File: src/rtl/mem_port_arbiter_if.sv
// Bundle of the three requester ports, the stall line and the SRAM macro port.
// The arbiter uses the slave view; requesters and the memory use the master view.
interface mem_port_arbiter_if #(
  parameter int ADDR_WIDTH = 8,
  parameter int DATA_WIDTH = 16
);
  logic                  im_req;
  logic [ADDR_WIDTH-1:0] im_addr;
  logic                  im_gnt;
  logic                  im_rvalid;
  logic [DATA_WIDTH-1:0] im_rdata;

  logic                  dm_rd;
  logic                  dm_wr;
  logic [ADDR_WIDTH-1:0] dm_addr;
  logic [DATA_WIDTH-1:0] dm_w_data;
  logic                  dm_gnt;
  logic                  dm_rvalid;
  logic [DATA_WIDTH-1:0] dm_rdata;

  logic                  host_req;
  logic                  host_we;
  logic                  host_lock;
  logic [ADDR_WIDTH-1:0] host_addr;
  logic [DATA_WIDTH-1:0] host_wdata;
  logic                  host_gnt;
  logic                  host_rvalid;
  logic [DATA_WIDTH-1:0] host_rdata;

  logic                  cpu_stall;

  logic                  mem_en;
  logic                  mem_we;
  logic [ADDR_WIDTH-1:0] mem_addr;
  logic [DATA_WIDTH-1:0] mem_wdata;
  logic [DATA_WIDTH-1:0] mem_rdata;

  modport slave (
    input  im_req, im_addr,
    output im_gnt, im_rvalid, im_rdata,
    input  dm_rd, dm_wr, dm_addr, dm_w_data,
    output dm_gnt, dm_rvalid, dm_rdata,
    input  host_req, host_we, host_lock, host_addr, host_wdata,
    output host_gnt, host_rvalid, host_rdata,
    output cpu_stall,
    output mem_en, mem_we, mem_addr, mem_wdata,
    input  mem_rdata
  );

  modport master (
    output im_req, im_addr,
    input  im_gnt, im_rvalid, im_rdata,
    output dm_rd, dm_wr, dm_addr, dm_w_data,
    input  dm_gnt, dm_rvalid, dm_rdata,
    output host_req, host_we, host_lock, host_addr, host_wdata,
    input  host_gnt, host_rvalid, host_rdata,
    input  cpu_stall,
    input  mem_en, mem_we, mem_addr, mem_wdata,
    output mem_rdata
  );
endinterface

File: src/rtl/mem_port_arbiter.sv
// Single-port SRAM arbiter for fetch, data and host ports: one grant per cycle,
// 1-cycle read return to the owner, fetch anti-starvation and host burst lock.
//
// state  | meaning
// ARB    | fixed priority host > dm > im, im promoted after STARVE_MAX denials
// LOCKED | host owns the SRAM; im/dm denied until host_lock drops
module mem_port_arbiter #(
  parameter int ADDR_WIDTH = 8,
  parameter int DATA_WIDTH = 16,
  parameter int STARVE_MAX = 3
) (
  input logic               clk,
  input logic               rst,
  mem_port_arbiter_if.slave bus
);
  localparam int CW = $clog2(STARVE_MAX + 1);
  localparam logic [CW-1:0] STARVE_TOP = CW'(STARVE_MAX);

  typedef enum logic {ARB, LOCKED} state_t;
  typedef enum logic [1:0] {TAG_NONE, TAG_IM, TAG_DM, TAG_HOST} tag_t;

  state_t          state_q, state_d;
  tag_t            tag_q, tag_d;
  logic [CW-1:0]   starve_q, starve_d;

  logic                  im_gnt, dm_gnt, host_gnt, dm_any, promote, stall;
  logic                  mem_en, mem_we;
  logic [ADDR_WIDTH-1:0] mem_addr;
  logic [DATA_WIDTH-1:0] mem_wdata;

  always_ff @(posedge clk or negedge rst) begin
    if (!rst) begin
      state_q  <= ARB;
      tag_q    <= TAG_NONE;
      starve_q <= '0;
    end else begin
      state_q  <= state_d;
      tag_q    <= tag_d;
      starve_q <= starve_d;
    end
  end

  // Grants are forced low while reset is held so nothing reaches the SRAM.
  always_comb begin
    im_gnt    = 1'b0;
    dm_gnt    = 1'b0;
    host_gnt  = 1'b0;
    state_d   = state_q;
    dm_any    = bus.dm_rd | bus.dm_wr;
    promote   = (state_q == ARB) && bus.im_req && (starve_q == STARVE_TOP);
    if (rst) begin
      if (state_q == LOCKED) begin
        host_gnt = bus.host_req;
        if (!bus.host_lock) state_d = ARB;
      end else begin
        if (promote)           im_gnt   = 1'b1;
        else if (bus.host_req) host_gnt = 1'b1;
        else if (dm_any)       dm_gnt   = 1'b1;
        else if (bus.im_req)   im_gnt   = 1'b1;
        if (host_gnt && bus.host_lock) state_d = LOCKED;
      end
    end
  end

  always_comb begin
    mem_en    = im_gnt | dm_gnt | host_gnt;
    mem_we    = 1'b0;
    mem_addr  = '0;
    mem_wdata = '0;
    tag_d     = TAG_NONE;
    if (host_gnt) begin
      mem_we    = bus.host_we;
      mem_addr  = bus.host_addr;
      mem_wdata = bus.host_wdata;
      if (!bus.host_we) tag_d = TAG_HOST;
    end else if (dm_gnt) begin
      // A simultaneous rd+wr is a write and produces no read response.
      mem_we    = bus.dm_wr;
      mem_addr  = bus.dm_addr;
      mem_wdata = bus.dm_w_data;
      if (!bus.dm_wr) tag_d = TAG_DM;
    end else if (im_gnt) begin
      mem_addr  = bus.im_addr;
      tag_d     = TAG_IM;
    end
  end

  always_comb begin
    starve_d = '0;
    if (bus.im_req && !im_gnt)
      starve_d = (starve_q == STARVE_TOP) ? starve_q : starve_q + CW'(1);
  end

  assign stall = rst && ((bus.im_req && !im_gnt) || (dm_any && !dm_gnt));

  assign bus.im_gnt      = im_gnt;
  assign bus.dm_gnt      = dm_gnt;
  assign bus.host_gnt    = host_gnt;
  assign bus.cpu_stall   = stall;
  assign bus.mem_en      = mem_en;
  assign bus.mem_we      = mem_we;
  assign bus.mem_addr    = mem_addr;
  assign bus.mem_wdata   = mem_wdata;

  assign bus.im_rvalid   = (tag_q == TAG_IM);
  assign bus.dm_rvalid   = (tag_q == TAG_DM);
  assign bus.host_rvalid = (tag_q == TAG_HOST);
  assign bus.im_rdata    = (tag_q == TAG_IM)   ? bus.mem_rdata : '0;
  assign bus.dm_rdata    = (tag_q == TAG_DM)   ? bus.mem_rdata : '0;
  assign bus.host_rdata  = (tag_q == TAG_HOST) ? bus.mem_rdata : '0;
endmodule
File: src/flat_wrapper.sv
// flat-port wrapper written by rule: the top's interface ports become plain ports
module mem_port_arbiter_flat 
#(
  parameter int ADDR_WIDTH = 8,
  parameter int DATA_WIDTH = 16,
  parameter int STARVE_MAX = 3
)
  (clk, rst, bus_im_req, bus_im_addr, bus_im_gnt, bus_im_rvalid, bus_im_rdata, bus_dm_rd, bus_dm_wr, bus_dm_addr, bus_dm_w_data, bus_dm_gnt, bus_dm_rvalid, bus_dm_rdata, bus_host_req, bus_host_we, bus_host_lock, bus_host_addr, bus_host_wdata, bus_host_gnt, bus_host_rvalid, bus_host_rdata, bus_cpu_stall, bus_mem_en, bus_mem_we, bus_mem_addr, bus_mem_wdata, bus_mem_rdata);
  mem_port_arbiter_if #(.ADDR_WIDTH(ADDR_WIDTH), .DATA_WIDTH(DATA_WIDTH)) bus_i ();
  input logic clk;
  input logic rst;
  input wire logic [$bits(bus_i.im_req)-1:0] bus_im_req;
  input wire logic [$bits(bus_i.im_addr)-1:0] bus_im_addr;
  output wire logic [$bits(bus_i.im_gnt)-1:0] bus_im_gnt;
  output wire logic [$bits(bus_i.im_rvalid)-1:0] bus_im_rvalid;
  output wire logic [$bits(bus_i.im_rdata)-1:0] bus_im_rdata;
  input wire logic [$bits(bus_i.dm_rd)-1:0] bus_dm_rd;
  input wire logic [$bits(bus_i.dm_wr)-1:0] bus_dm_wr;
  input wire logic [$bits(bus_i.dm_addr)-1:0] bus_dm_addr;
  input wire logic [$bits(bus_i.dm_w_data)-1:0] bus_dm_w_data;
  output wire logic [$bits(bus_i.dm_gnt)-1:0] bus_dm_gnt;
  output wire logic [$bits(bus_i.dm_rvalid)-1:0] bus_dm_rvalid;
  output wire logic [$bits(bus_i.dm_rdata)-1:0] bus_dm_rdata;
  input wire logic [$bits(bus_i.host_req)-1:0] bus_host_req;
  input wire logic [$bits(bus_i.host_we)-1:0] bus_host_we;
  input wire logic [$bits(bus_i.host_lock)-1:0] bus_host_lock;
  input wire logic [$bits(bus_i.host_addr)-1:0] bus_host_addr;
  input wire logic [$bits(bus_i.host_wdata)-1:0] bus_host_wdata;
  output wire logic [$bits(bus_i.host_gnt)-1:0] bus_host_gnt;
  output wire logic [$bits(bus_i.host_rvalid)-1:0] bus_host_rvalid;
  output wire logic [$bits(bus_i.host_rdata)-1:0] bus_host_rdata;
  output wire logic [$bits(bus_i.cpu_stall)-1:0] bus_cpu_stall;
  output wire logic [$bits(bus_i.mem_en)-1:0] bus_mem_en;
  output wire logic [$bits(bus_i.mem_we)-1:0] bus_mem_we;
  output wire logic [$bits(bus_i.mem_addr)-1:0] bus_mem_addr;
  output wire logic [$bits(bus_i.mem_wdata)-1:0] bus_mem_wdata;
  input wire logic [$bits(bus_i.mem_rdata)-1:0] bus_mem_rdata;
  assign bus_i.im_req = bus_im_req;
  assign bus_i.im_addr = bus_im_addr;
  assign bus_im_gnt = bus_i.im_gnt;
  assign bus_im_rvalid = bus_i.im_rvalid;
  assign bus_im_rdata = bus_i.im_rdata;
  assign bus_i.dm_rd = bus_dm_rd;
  assign bus_i.dm_wr = bus_dm_wr;
  assign bus_i.dm_addr = bus_dm_addr;
  assign bus_i.dm_w_data = bus_dm_w_data;
  assign bus_dm_gnt = bus_i.dm_gnt;
  assign bus_dm_rvalid = bus_i.dm_rvalid;
  assign bus_dm_rdata = bus_i.dm_rdata;
  assign bus_i.host_req = bus_host_req;
  assign bus_i.host_we = bus_host_we;
  assign bus_i.host_lock = bus_host_lock;
  assign bus_i.host_addr = bus_host_addr;
  assign bus_i.host_wdata = bus_host_wdata;
  assign bus_host_gnt = bus_i.host_gnt;
  assign bus_host_rvalid = bus_i.host_rvalid;
  assign bus_host_rdata = bus_i.host_rdata;
  assign bus_cpu_stall = bus_i.cpu_stall;
  assign bus_mem_en = bus_i.mem_en;
  assign bus_mem_we = bus_i.mem_we;
  assign bus_mem_addr = bus_i.mem_addr;
  assign bus_mem_wdata = bus_i.mem_wdata;
  assign bus_i.mem_rdata = bus_mem_rdata;
  mem_port_arbiter #(.ADDR_WIDTH(ADDR_WIDTH), .DATA_WIDTH(DATA_WIDTH), .STARVE_MAX(STARVE_MAX)) u_core (.clk(clk), .rst(rst), .bus(bus_i));
endmodule
File: config.mk
export PLATFORM = sky130hd
export DESIGN_NAME = mem_port_arbiter_flat
export DESIGN_NICKNAME = d
export VERILOG_FILES = /design/src/rtl/mem_port_arbiter_if.sv /design/src/rtl/mem_port_arbiter.sv /design/src/flat_wrapper.sv
export SDC_FILE = /design/constraint.sdc
export NUM_CORES = 1
export LEC_CHECK = 0
export CAP_MARGIN = 15
export CORE_AREA = 5 5 60 62
export DETAILED_ROUTE_END_ITERATION = 8
export DIE_AREA = 0 0 65 67
export DONT_BUFFER_PORTS = 1
export PLACE_DENSITY = 0.51
export RECOVER_POWER = 100
export SKIP_CTS_REPAIR_TIMING = 1
export SLEW_MARGIN = 20
export SYNTH_ARGS = -nofsm -noshare
export SYNTH_HDL_FRONTEND = slang
export SYNTH_SLANG_ARGS = --single-unit
File: constraint.sdc
create_clock -name clk -period 5.1 [get_ports clk]
set_input_delay 0.765 -clock clk [delete_from_list [all_inputs] [get_ports clk]]
set_output_delay 0.765 -clock clk [all_outputs]
set_load 0.01 [all_outputs]
==> results.cfg <==
[global_route]
grt_pass1_vias = 1121
grt-ovfl-total = 0
grt_pass1_wl_um = 5560
antenna_found_initial = 0
grt_max_degree = 26
grt_use_total_pct = 15.9

[routing]
avgRoutedWirePerCell_um = 25.2
first_pass_iters = 4
wirelength_um = 4010
vias = 1108
drt_iter0_markers = 49
drc = 0
viasPerCell = 6.97
ant_nets = 0

[cells_and_area]
layout.nets = 208
area_delta_synth_final_pct = -2.59
instances_no_fill = 159
layout-drive-gt1-share_pct = 11.9
postLayoutCoreUtil_pct = 34.8
final_area_mm2 = 0.00104
diodes = 0

[yosys]
ys_seq_area_share_pct = 11.8
ys_types = 38
postSynthAreaPerCell_um2 = 7.94
yosys_register_bits = 5
synth_nets = 215
yosysWarnings = 0
async_reset_ff_share_pct = 100
netlist_area_mm2 = 0.00106
synthFlopType = dfrtp_1
syn_inst = 134
synth-edff-count = 0

[sta]
whs_ns = 0.221
relSlewSlack_pct = -4.31
slew_violations = 25
fin_skew_ns = 0.00113
worst_slack_ns = 1.36
setup_tns_ns = 0
grt_setup_unrepaired = no
hold_viol = 0
worst_pin_slew_ns = 1.56
period_share_pct = 73.4
setup_viol = 0
fin_crit_ns = 3.74
fmax_mhz = 267

[power]
p_total_mw = 0.180
leakagePower_nw = 0.446
power_density_mw_per_mm2 = 174
ir_drop_v = 0.0000791

[critical_path]
ff2ff_path_depth = 5
start_kind = flop
critPathKind = flop to output port
cp_max_fo = 20
worst_setup_path_end_kind = output port
worstPathArrival_ns = 2.98
cp.required_ns = 4.34

[cts]
clk_pin_slew_ns = 0.04
cts_buffers = 3
clk_latency_ns = 0.24
cts_tree = built
cts-root-buf = clkbuf_4
clock-sinks = 5
clk_path_buf_depth = 2
htreeDepth = 1

[placed_design]
place.port_buffers = 0
routabilityCongestion = 0.793
dpl_cell_area_mm2 = 0.00102
placedCellCount = 155
place_worst_setup_slack_ns = 2.40
hpwlAfterDp_um = 3410

[floorplan]
fp.dieArea_mm2 = 0.00436
initial_core_util_pct = 35.7
die_w_um = 65
die_h_um = 67
rows = 20
core-area_mm2 = 0.00298
io_pins = 161

[flow_run]
maxCapViolCount = 1

[run_status]
status = finished, violations left
violations = capacitance limit, slew limit

[min_path]
min_path_type = input port to async pin
==> layout by cell type, fill, tap and decap left out, types with 2 or more instances in the layout <==
master     synthesis  layout
and2_0             0      33
and3_1            16      16
a22o_2             9       9
a22o_1             8       8
nor3b_1            7       7
a221o_1            6       6
dfrtp_1            5       5
nor3_1             4       4
nor2b_1            3       3
inv_1              3       3
clkbuf_4           0       3
o2111ai_1          2       2
nand3_1            2       2
a31oi_1            2       2
a21oi_1            2       2
==> layer usage <==
metal  up-vias  GRT usage, %  routed length [um]
met5         -             0                   0
met4         0          7.92                 108
met3        12          4.38                 511
met2        96          26.1                2010
met1       511          18.8                1380
li1        489             -                   -
==> worst paths after layout <==
check / start / endpoint / slack, ns
hold / removal: rst / u_core.starve_q[1] / 0.22
setup reg to reg: u_core.starve_q[0] / u_core.state_q / 2.53
max in group asynchronous: rst / u_core.tag_q[0] / 4.81
hold reg to reg: u_core.starve_q[1] / u_core.starve_q[1] / 0.59
setup / recovery: u_core.starve_q[0] / bus_mem_en / 1.36
min in group clk: u_core.starve_q[1] / u_core.starve_q[1] / 0.59
==> sequential cells by signal, indices dropped and copies added (netlist names) <==
name             flops
u_core.starve_q      2
u_core.tag_q         2
u_core.state_q       1
==> worst max-delay path, cell delays in order (launching register included) <==
cell and delay (ns):
dfrtp_1 0.37, ha_1 0.36, and3b_1 0.39, or2_0 0.30
clkinvlp_2 0.69, or3_1 0.62
==> where the power goes <==
group          leakage, nW  total [mW]  switching, mW  internal [mW]
logic                0.367      0.0822         0.0510         0.0311
registers           0.0645      0.0532        0.00819         0.0451
clock network       0.0150      0.0450         0.0154         0.0295
==> Yosys cell counts, types with 4 or more instances <==
| cell type | instances | area [um2] |
|---|---|---|
| and2_1 | 33 | 206 |
| clkbuf_1 | 4 | 15.0 |
| a22o_2 | 9 | 90.1 |
| a221o_1 | 6 | 60.1 |
| nor3b_1 | 7 | 52.6 |
| a22o_1 | 8 | 70.1 |
| and3_1 | 16 | 100 |
| nor3_1 | 4 | 20.0 |
| dfrtp_1 | 5 | 125 |
==> cell families (layout without fill, tap and decap cells) <==
kind of cell	Yosys count	after routing	synth area share (%)
AND/OR/NAND/NOR	73	73	44.7
buffers and inverters	16	8	9.29
XOR/XNOR	1	1	0.824
adder cells (fa/ha/maj)	1	1	1.18
AO/OA/AOI/OAI	38	38	32.2
flip-flops	5	5	11.8
==> area by class of cell <==
type,instances,area [um2]
Sequential cell,5,125
Clock buffer,4,26.3
Inverter,4,16.3
Tap cell,33,41.3
Fill cell,316,1940
Multi-Input combinational cell,113,827
Note: power is estimated with default switching activity, not from simulation.
